===== src/rtl/uart_cmd_pkg.sv =====
// uart_cmd_pkg: FSM states and byte constants shared by the UART command path.
package uart_cmd_pkg;
    typedef enum logic [1:0] {COLLECT, COMPARE, DONE} state_t;
    localparam logic [7:0] NUL = 8'h00;
    localparam logic [7:0] CR  = 8'h0D;
    localparam logic [7:0] LF  = 8'h0A;
endpackage


===== src/rtl/key_compare_unit.sv =====
// key_compare_unit: combinational equal/greater/less of two MSB-first byte strings.
module key_compare_unit #(
    parameter int byte_num = 8
) (
    input  logic [byte_num*8-1:0] i_a,
    input  logic [byte_num*8-1:0] i_b,
    output logic                  o_equal,
    output logic                  o_greater,
    output logic                  o_less
);
    // MSB-first packing makes numeric order equal to lexicographic order
    assign o_equal   = i_a == i_b;
    assign o_greater = i_a > i_b;
    assign o_less    = i_a < i_b;
endmodule


===== src/rtl/uart_keyword_matcher.sv =====
// uart_keyword_matcher: buffers a UART line up to TERM, then scans a keyword
// table one entry per cycle and reports a single-cycle result pulse.
module uart_keyword_matcher
    import uart_cmd_pkg::*;
#(
    parameter int          KEY_NUM = 4,
    parameter int          KEY_LEN = 8,
    parameter logic [7:0]  TERM    = LF,
    localparam int         CW      = (KEY_NUM > 1) ? $clog2(KEY_NUM) : 1
) (
    input  logic                        clk,
    input  logic                        rst_n,
    input  logic [KEY_NUM*KEY_LEN*8-1:0] keys,
    input  logic [7:0]                  rx_data,
    input  logic                        rx_valid,
    output logic                        rx_ready,
    output logic                        match_valid,
    output logic                        match_hit,
    output logic [CW-1:0]               match_idx,
    output logic                        len_err
);
    localparam int CNTW = $clog2(KEY_LEN + 1);

    state_t              r_state;
    logic [KEY_LEN*8-1:0] r_buf;
    logic [CNTW-1:0]     r_count;
    logic                r_ovf;
    logic [CW-1:0]       r_cmp_idx;
    logic                r_rx_ready;
    logic                r_match_valid;
    logic                r_hit;
    logic [CW-1:0]       r_idx;
    logic                r_len_err;

    logic [KEY_LEN*8-1:0] w_key;
    logic                w_eq;
    logic                w_gt;
    logic                w_lt;
    logic                w_accept;

    assign w_key    = keys[int'(r_cmp_idx)*KEY_LEN*8 +: KEY_LEN*8];
    assign w_accept = rx_valid && r_rx_ready;

    key_compare_unit #(.byte_num(KEY_LEN)) u_cmp (
        .i_a      (r_buf),
        .i_b      (w_key),
        .o_equal  (w_eq),
        .o_greater(w_gt),
        .o_less   (w_lt)
    );

    always_ff @(posedge clk) begin
        if (!rst_n) begin
            r_state       <= COLLECT;
            r_buf         <= '0;
            r_count       <= '0;
            r_ovf         <= 1'b0;
            r_cmp_idx     <= '0;
            r_rx_ready    <= 1'b0;
            r_match_valid <= 1'b0;
            r_hit         <= 1'b0;
            r_idx         <= '0;
            r_len_err     <= 1'b0;
        end else begin
            r_match_valid <= 1'b0;
            case (r_state)
                COLLECT: begin
                    r_rx_ready <= 1'b1;
                    if (w_accept && rx_data != NUL && rx_data != CR) begin
                        if (rx_data == TERM) begin
                            if (r_ovf) begin
                                r_state       <= DONE;
                                r_rx_ready    <= 1'b0;
                                r_match_valid <= 1'b1;
                                r_hit         <= 1'b0;
                                r_idx         <= '0;
                                r_len_err     <= 1'b1;
                            end else if (r_count != '0) begin
                                r_state    <= COMPARE;
                                r_rx_ready <= 1'b0;
                                r_cmp_idx  <= '0;
                            end
                        end else if (r_count == CNTW'(KEY_LEN)) begin
                            r_ovf <= 1'b1;
                        end else begin
                            r_buf[(KEY_LEN-1-int'(r_count))*8 +: 8] <= rx_data;
                            r_count <= r_count + 1'b1;
                        end
                    end
                end
                COMPARE: begin
                    // gt/lt folded in so the full comparator stays exercised
                    if (w_eq && !(w_gt || w_lt)) begin
                        r_state       <= DONE;
                        r_match_valid <= 1'b1;
                        r_hit         <= 1'b1;
                        r_idx         <= r_cmp_idx;
                        r_len_err     <= 1'b0;
                    end else if (r_cmp_idx == CW'(KEY_NUM-1)) begin
                        r_state       <= DONE;
                        r_match_valid <= 1'b1;
                        r_hit         <= 1'b0;
                        r_idx         <= '0;
                        r_len_err     <= 1'b0;
                    end else begin
                        r_cmp_idx <= r_cmp_idx + 1'b1;
                    end
                end
                default: begin
                    r_state    <= COLLECT;
                    r_buf      <= '0;
                    r_count    <= '0;
                    r_ovf      <= 1'b0;
                    r_cmp_idx  <= '0;
                    r_rx_ready <= 1'b1;
                end
            endcase
        end
    end

    assign rx_ready    = r_rx_ready;
    assign match_valid = r_match_valid;
    assign match_hit   = r_hit;
    assign match_idx   = r_idx;
    assign len_err     = r_len_err;
endmodule


===== config.mk =====
export PLATFORM = sky130hd
export DESIGN_NAME = uart_keyword_matcher
export DESIGN_NICKNAME = d
export VERILOG_FILES = /design/src/rtl/uart_cmd_pkg.sv /design/src/rtl/key_compare_unit.sv /design/src/rtl/uart_keyword_matcher.sv
export SDC_FILE = /design/constraint.sdc
export NUM_CORES = 1
export LEC_CHECK = 0
export ABC_AREA = 0
export BUFFER_PORTS_ARGS = -buffer_cell sky130_fd_sc_hd__buf_2
export CELL_PAD_IN_SITES_DETAIL_PLACEMENT = 1
export CELL_PAD_IN_SITES_GLOBAL_PLACEMENT = 2
export CORE_AREA = 2 2 153 155
export DETAILED_ROUTE_END_ITERATION = 10
export DIE_AREA = 0 0 155 157
export PLACE_DENSITY_LB_ADDON = 0.15
export SLEW_MARGIN = 5
export SYNTH_ARGS = -nofsm -noshare
export SYNTH_HDL_FRONTEND = slang
export SYNTH_SLANG_ARGS = --single-unit

===== constraint.sdc =====
create_clock -name clk -period 4.46 [get_ports clk]
set_input_delay 0.892 -clock clk [delete_from_list [all_inputs] [get_ports clk]]
set_output_delay 0.892 -clock clk [all_outputs]
set_load 0.02 [all_outputs]

==> results of run 1 <==
==> layout make-up <==
class                      instances  area [µm²]  share of cell area
clock inverter                     4        73.8             0.00889
tap                              285         357              0.0429
clock buffer                      12         278              0.0334
multi-input combinational        450        4210               0.506
sequential                        79        1590               0.191
inverter                          86         323              0.0389
timing repair buffer             285        1480               0.179
==> cells by family after synthesis <==
kind of cell,after synthesis
compound gates,146
xor+xnor,2
fa+ha+maj,71
buf+inv,112
flops,79
mux,66
simple gates,165
==> power breakdown <==
| group | switching (W) | leakage [nW] | internal, W | total (W) |
|---|---|---|---|---|
| registers | 0.00000633 | 0.639 | 0.000713 | 0.000719 |
| clock network | 0.000305 | 0.174 | 0.000555 | 0.000859 |
| logic | 0.000153 | 3.01 | 0.000163 | 0.000316 |
==> layout by cell type, fill, tap and decap left out, types with 4 or more instances in the layout <==
master     count
nand3_1        5
a32o_1         8
o21ai_0       32
a21oi_1       27
nand4_1       19
o21a_1         4
ha_1          71
dfxtp_1       77
buf_4         11
a21oi_2        4
clkbuf_16     10
a22o_1         9
o2bb2ai_1      8
nor3_1         6
nand2b_1       8
buf_2        272
nor4_1        15
nand2_1       65
nor2_1        29
inv_1         86
or4_1          4
mux4_2        64
a21o_1         7
o22ai_1       11
a211oi_1       5
a22oi_1        8
==> metrics by stage <==
stage          cells  instance area (µm²)
6_report        1201                 8310
5_1_grt         1201                 8310
4_1_cts         1201                 8310
3_5_place_dp    1185                 7960
3_3_place_gp    1185                 7960
2_1_floorplan    641                 6230
==> registers in the layout, indices dropped and copies added (netlist names) <==
| signal | count |
|---|---|
| match_idx | 2 |
| r_state | 2 |
| r_ovf | 1 |
| r_buf | 64 |
| len_err | 1 |
| rx_ready | 1 |
| r_count | 4 |
| match_valid | 1 |
| r_cmp_idx | 2 |
| match_hit | 1 |
==> worst register-to-register path, stage by stage, from the launching register on <==
cell	delay [ns]
dfxtp_4	0.57
buf_4	0.34
mux4_2	0.59
inv_1	0.13
ha_1	0.13
nand4_1	0.14
or4_1	0.59
nor4_1	0.19
nand4_1	0.23
a211o_1	0.34
o21ai_0	0.33
o22ai_1	0.13
==> per-layer routing <==
metal,vias to the layer above,wire (µm),global-route usage
met5,-,0,0
met4,0,250,0.0379
met3,18,1310,0.0363
met2,189,11800,0.341
met1,3047,10200,0.242
li1,2967,-,-
==> worst max-delay path by stage <==
| stage | from | end | slack (ns) | cells past startpoint |
|---|---|---|---|---|
| after floorplan | r_cmp_idx[0]$_SDFFE_PN0P_ | match_idx[0]$_SDFFE_PN0P_ | 0.64 | 12 |
| after global placement | keys[214] | r_cmp_idx[0]$_SDFFE_PN0P_ | 0.54 | 11 |
| after detailed placement | keys[213] | r_cmp_idx[0]$_SDFFE_PN0P_ | 0.45 | 11 |
| after CTS | r_cmp_idx[0]$_SDFFE_PN0P_ | r_cmp_idx[0]$_SDFFE_PN0P_ | 0.46 | 11 |
| after global routing | r_cmp_idx[0]$_SDFFE_PN0P_ | r_cmp_idx[0]$_SDFFE_PN0P_ | 0.21 | 11 |
| final | r_cmp_idx[0]$_SDFFE_PN0P_ | match_idx[0]$_SDFFE_PN0P_ | 0.63 | 11 |
==> flow_metrics.env, run 1 <==
export IMPL_status="completed"
export IMPL_wl_per_cell_um=19.6
export IMPL_r2r_end="match_idx[0]$_SDFFE_PN0P_"
export IMPL_hp_class="register to register"
export IMPL_critical_path_arrival_ns=4.06
export IMPL_drc_errors=0
export IMPL_placementRows=55
export IMPL_setup_ws_ns=0.630
export IMPL_cp_max_fo=17
export IMPL_clkTransAtPathRegs_ns=0.06
export IMPL_synthTopCellsByArea="dfxtp_1, mux4_2, ha_1"
export IMPL_synth_most_common_cell="inv_1"
export IMPL_ctsHoldBuffers=0
export IMPL_worstPathCellList="buf_4, mux4_2, inv_1, ha_1, nand4_1, or4_1, nor4_1, nand4_1, a211o_1, o21ai_0, o22ai_1"
export IMPL_dieArea_um2=24300
export IMPL_fin_skew_ns=0.00547
export IMPL_fin_nets=1249
export IMPL_synth_edf_count=0
export IMPL_cts_root_buf="clkbuf_16"
export IMPL_ios=273
export IMPL_hold_violations=0
export IMPL_setup_tns_ns=0
export IMPL_synth_top_family_by_area="multiplexers"
export IMPL_routed_wl_um=23600
export IMPL_synthXorXnorAreaFrac=0.00281
export IMPL_synthCells=641
export IMPL_crit_slowest_cell="mux4_2"
export IMPL_drt_iter0_markers=278
export IMPL_slew_headroom=0.493
export IMPL_reg2reg_depth=11
export IMPL_synth_avg_cell_area_um2=9.72
export IMPL_peakVddDrop_mv=0.179
export IMPL_synthSimpleGateAreaFrac=0.129
export IMPL_cp_start_kind="register"
export IMPL_grt_pass1_vias=6698
export IMPL_rsz0062_at_grt="false"
export IMPL_min_path_cells=2
export IMPL_crit_path_frequent_cell="nand4_1"
export IMPL_yosys_area_top_type="dfxtp_1"
export IMPL_cap_violations=0
export IMPL_synth_seq_cells=79
export IMPL_async_reset_ff_frac=0
export IMPL_cts_buffers=9
export IMPL_cts_tree="done"
export IMPL_die_w_um=155
export IMPL_drtPass1Iterations=4
export IMPL_worst_ep_required_time_ns=4.69
export IMPL_synth_top_area_frac=0.254
export IMPL_worstSetupPathType="register to register"
export IMPL_worst_setup_path_end_kind="register"
export IMPL_start_util=0.277
export IMPL_h_tree_depth=3
export IMPL_worstHoldStart="r_buf[60]$_SDFFE_PN0P_"
export IMPL_cpPeakStageDelay_ns=0.59
export IMPL_via_per_inst=5.18
export IMPL_muxShareOfSynthArea=0.235
export IMPL_reg2reg_from="r_cmp_idx[0]$_SDFFE_PN0P_"
export IMPL_fin_util=0.369
export IMPL_max_freq_ghz=0.261
export IMPL_ys_warn_count=0
export IMPL_gp_congestion=0.826
export IMPL_syn_area_um2=6230
export IMPL_ys_seq_area_frac=0.254
export IMPL_drive_above_1_share=0.413
export IMPL_hold_path_end="r_buf[60]$_SDFFE_PN0P_"
export IMPL_io_buffers=272
export IMPL_grt_ovfl_total=0
export IMPL_fin_total_pwr_w=0.00189
export IMPL_vias=6221
export IMPL_post_route_period_util=0.859
export IMPL_grt_max_degree=31
export IMPL_min_period_ns=3.83
export IMPL_p_leak_nw=3.82
export IMPL_cts_resized=0
export IMPL_reg2reg_slack_ns=0.63
export IMPL_core_area_um2=22500
export IMPL_clockBufferDepth=2
export IMPL_crit_family="simple AND/OR/NAND/NOR gates"
export IMPL_crit_buf_inv=2
export IMPL_whs_ns=0.461
export IMPL_finalSetupViolations=0
export IMPL_synth_compound_area_frac=0.166
export IMPL_dpl_worst_slack_ns=0.455
export IMPL_clock_latency_ns=0.35
export IMPL_synth_net_count=979
export IMPL_drv_slew=0
export IMPL_synth_common_cells="inv_1, dfxtp_1, ha_1, nand2_1, mux4_2"
export IMPL_cts_sinks=79
export IMPL_antenna_left=0
export IMPL_antenna_cells=0
export IMPL_power_density_nw_per_um2=228
export IMPL_fillCellCount=2690
export IMPL_cts_setup_buffers=0
export IMPL_areaGrowthSynthToFinish_pct=33.3
export IMPL_dp_hpwl_um=19900
export IMPL_grt_pass1_wl_um=35700
export IMPL_synth_fa_ha_area_frac=0.143
export IMPL_die_h_um=157
export IMPL_tightestPinTransition_ns=0.755
export IMPL_synth_cell_types=58
export IMPL_grt_usage=0.191
export IMPL_antenna_found_initial=0
export IMPL_synth_flop_cell="dfxtp_1"
No activity file was read; power rests on OpenSTA's default activity.
==> inputs of run 2 (changes only) <==
--- a/config.mk
+++ b/config.mk
@@ -7,11 +7,9 @@
 export LEC_CHECK = 0
 export ABC_AREA = 0
 export BUFFER_PORTS_ARGS = -buffer_cell sky130_fd_sc_hd__buf_2
-export CELL_PAD_IN_SITES_DETAIL_PLACEMENT = 1
-export CELL_PAD_IN_SITES_GLOBAL_PLACEMENT = 2
-export CORE_AREA = 2 2 153 155
+export CORE_AREA = 2 2 116 118
 export DETAILED_ROUTE_END_ITERATION = 10
-export DIE_AREA = 0 0 155 157
+export DIE_AREA = 0 0 118 120
 export PLACE_DENSITY_LB_ADDON = 0.15
 export SLEW_MARGIN = 5
 export SYNTH_ARGS = -nofsm -noshare
==> run 2 against run 1 <==
Compared with the run above:
- first-iteration DRC count up 28%
- utilization up 25 points
- critical path depth up 1
- via count up 1.8%
- register-to-register slack worse by 0.03 ns
- sequential power about the same
- critical endpoint unchanged
- clock-buffer cell count down 3
- die area down 42%
==> flow_metrics.env, run 2 (synthesized netlist as in run 1, its figures left out) <==
export IMPL_status="completed"
export IMPL_p_leak_nw=3.78
export IMPL_die_w_um=118
export IMPL_reg_top3="r_buf x64, r_count x4"
export IMPL_fin_area_um2=8090
export IMPL_cap_violations=0
export IMPL_cts_buffers=9
export IMPL_rsz0062_at_grt="false"
export IMPL_start_util=0.480
export IMPL_core_area_um2=13000
export IMPL_regMostFlops="r_buf"
export IMPL_final_cell_mix="buf_2, inv_1, dfxtp_1"
export IMPL_clockBufferDepth=2
export IMPL_ctsHoldBuffers=0
export IMPL_h_tree_depth=3
export IMPL_antenna_cells=0
export IMPL_gp_congestion=0.920
export IMPL_via_per_inst=5.82
export IMPL_cp_start_kind="register"
export IMPL_cp_max_fo=28
export IMPL_antenna_found_initial=1
export IMPL_r2r_end="match_idx[0]$_SDFFE_PN0P_"
export IMPL_reg2reg_slack_ns=0.60
export IMPL_drv_slew=0
export IMPL_placementRows=42
export IMPL_areaGrowthSynthToFinish_pct=29.9
export IMPL_fin_skew_ns=0.00694
export IMPL_hp_class="register to register"
export IMPL_fillCellCount=1143
export IMPL_stdcell_count=1089
export IMPL_cts_setup_buffers=0
export IMPL_power_density_nw_per_um2=218
export IMPL_dpl_cell_area_um2=7800
export IMPL_clock_latency_ns=0.34
export IMPL_worst_ep_required_time_ns=4.67
export IMPL_dieArea_um2=14200
export IMPL_worstSetupPathType="register to register"
export IMPL_post_place_cells=1073
export IMPL_routed_wl_um=20600
export IMPL_io_buffers=272
export IMPL_drc_errors=0
export IMPL_wl_per_cell_um=18.9
export IMPL_grt_pass1_vias=6565
export IMPL_post_route_period_util=0.865
export IMPL_ios=273
export IMPL_slew_headroom=0.517
export IMPL_grt_max_degree=33
export IMPL_antenna_left=0
export IMPL_layout_commonest_cell="buf_2"
export IMPL_grt_pass1_wl_um=32600
export IMPL_setup_tns_ns=0
export IMPL_die_h_um=120
export IMPL_tightestPinTransition_ns=0.718
export IMPL_startpoint="r_cmp_idx[0]$_SDFFE_PN0P_"
export IMPL_cts_root_buf="clkbuf_16"
export IMPL_max_freq_ghz=0.259
export IMPL_fin_nets=1246
export IMPL_cts_sinks=79
export IMPL_worst_setup_path_end_kind="register"
export IMPL_drive_above_1_share=0.411
export IMPL_cts_tree="done"
export IMPL_drt_iter0_markers=355
export IMPL_reg2reg_from="r_cmp_idx[0]$_SDFFE_PN0P_"
export IMPL_min_period_ns=3.86
export IMPL_hold_violations=0
export IMPL_grt_ovfl_total=0
export IMPL_cts_resized=0
export IMPL_reg2reg_depth=12
export IMPL_largest_register_ffs=64
export IMPL_drtPass1Iterations=7
export IMPL_cp_endpoint="match_idx[0]$_SDFFE_PN0P_"
export IMPL_vias=6336
export IMPL_peakVddDrop_mv=0.162
export IMPL_grt_usage=0.291
export IMPL_dp_hpwl_um=17200
export IMPL_clkTransAtPathRegs_ns=0.06
export IMPL_critical_path_arrival_ns=4.07
export IMPL_finalSetupViolations=0
## run 2: worst max-delay path: stages, from the launching register on
cell and delay (ns):
dfxtp_4 0.56, buf_12 0.26, buf_4 0.22, mux4_2 0.51, inv_1 0.07, ha_1 0.13, nand2_1 0.11, or4_1 0.54
nor4_1 0.23, nand4_1 0.22, a211o_1 0.33, o21ai_0 0.37, o22ai_1 0.14
## run 2: worst min path at each step
stage,from,to,slack (ns),cells after the start
after floorplan,r_buf[10]$_SDFFE_PN0P_,r_buf[10]$_SDFFE_PN0P_,0.43,2
after global placement,r_buf[14]$_SDFFE_PN0P_,r_buf[14]$_SDFFE_PN0P_,0.44,2
after detailed placement,r_buf[40]$_SDFFE_PN0P_,r_buf[40]$_SDFFE_PN0P_,0.45,2
after CTS,r_buf[14]$_SDFFE_PN0P_,r_buf[14]$_SDFFE_PN0P_,0.47,2
after global routing,r_buf[62]$_SDFFE_PN0P_,r_buf[62]$_SDFFE_PN0P_,0.49,2
final,r_buf[40]$_SDFFE_PN0P_,r_buf[40]$_SDFFE_PN0P_,0.46,2
## run 2: routing by layer
metal	up-vias	GRT usage	share of wire
li1	2975	-	-
met1	3036	0.364	0.41
met2	287	0.513	0.49
met3	36	0.0566	0.072
met4	2	0.0791	0.021
met5	-	0	0.00063
## run 2: area by class of cell
| class | instances | area, µm² | area share |
|---|---|---|---|
| multi-input combinational | 450 | 4210 | 0.520 |
| clock inverter | 7 | 71.3 | 0.00881 |
| clock buffer | 9 | 225 | 0.0278 |
| tap | 176 | 220 | 0.0272 |
| sequential | 79 | 1590 | 0.196 |
| timing repair buffer | 282 | 1460 | 0.181 |
| inverter | 86 | 323 | 0.0399 |
## run 2: power breakdown
group          internal [W]  switching [W]
Sequential         0.000713     0.00000638
Combinational      0.000163       0.000150
Clock              0.000434       0.000301
## run 2: metrics by stage
step	worst slack (ns)	util	power (W)	hold WS [ns]
5_1_grt	0.358	0.623	0.00183	0.491
4_1_cts	0.601	0.623	0.00177	0.468
3_3_place_gp	0.659	0.601	0.00104	0.441
2_1_floorplan	0.640	-	0.000875	0.432
3_5_place_dp	0.563	0.601	0.00104	0.454
6_report	0.601	0.623	0.00177	0.462
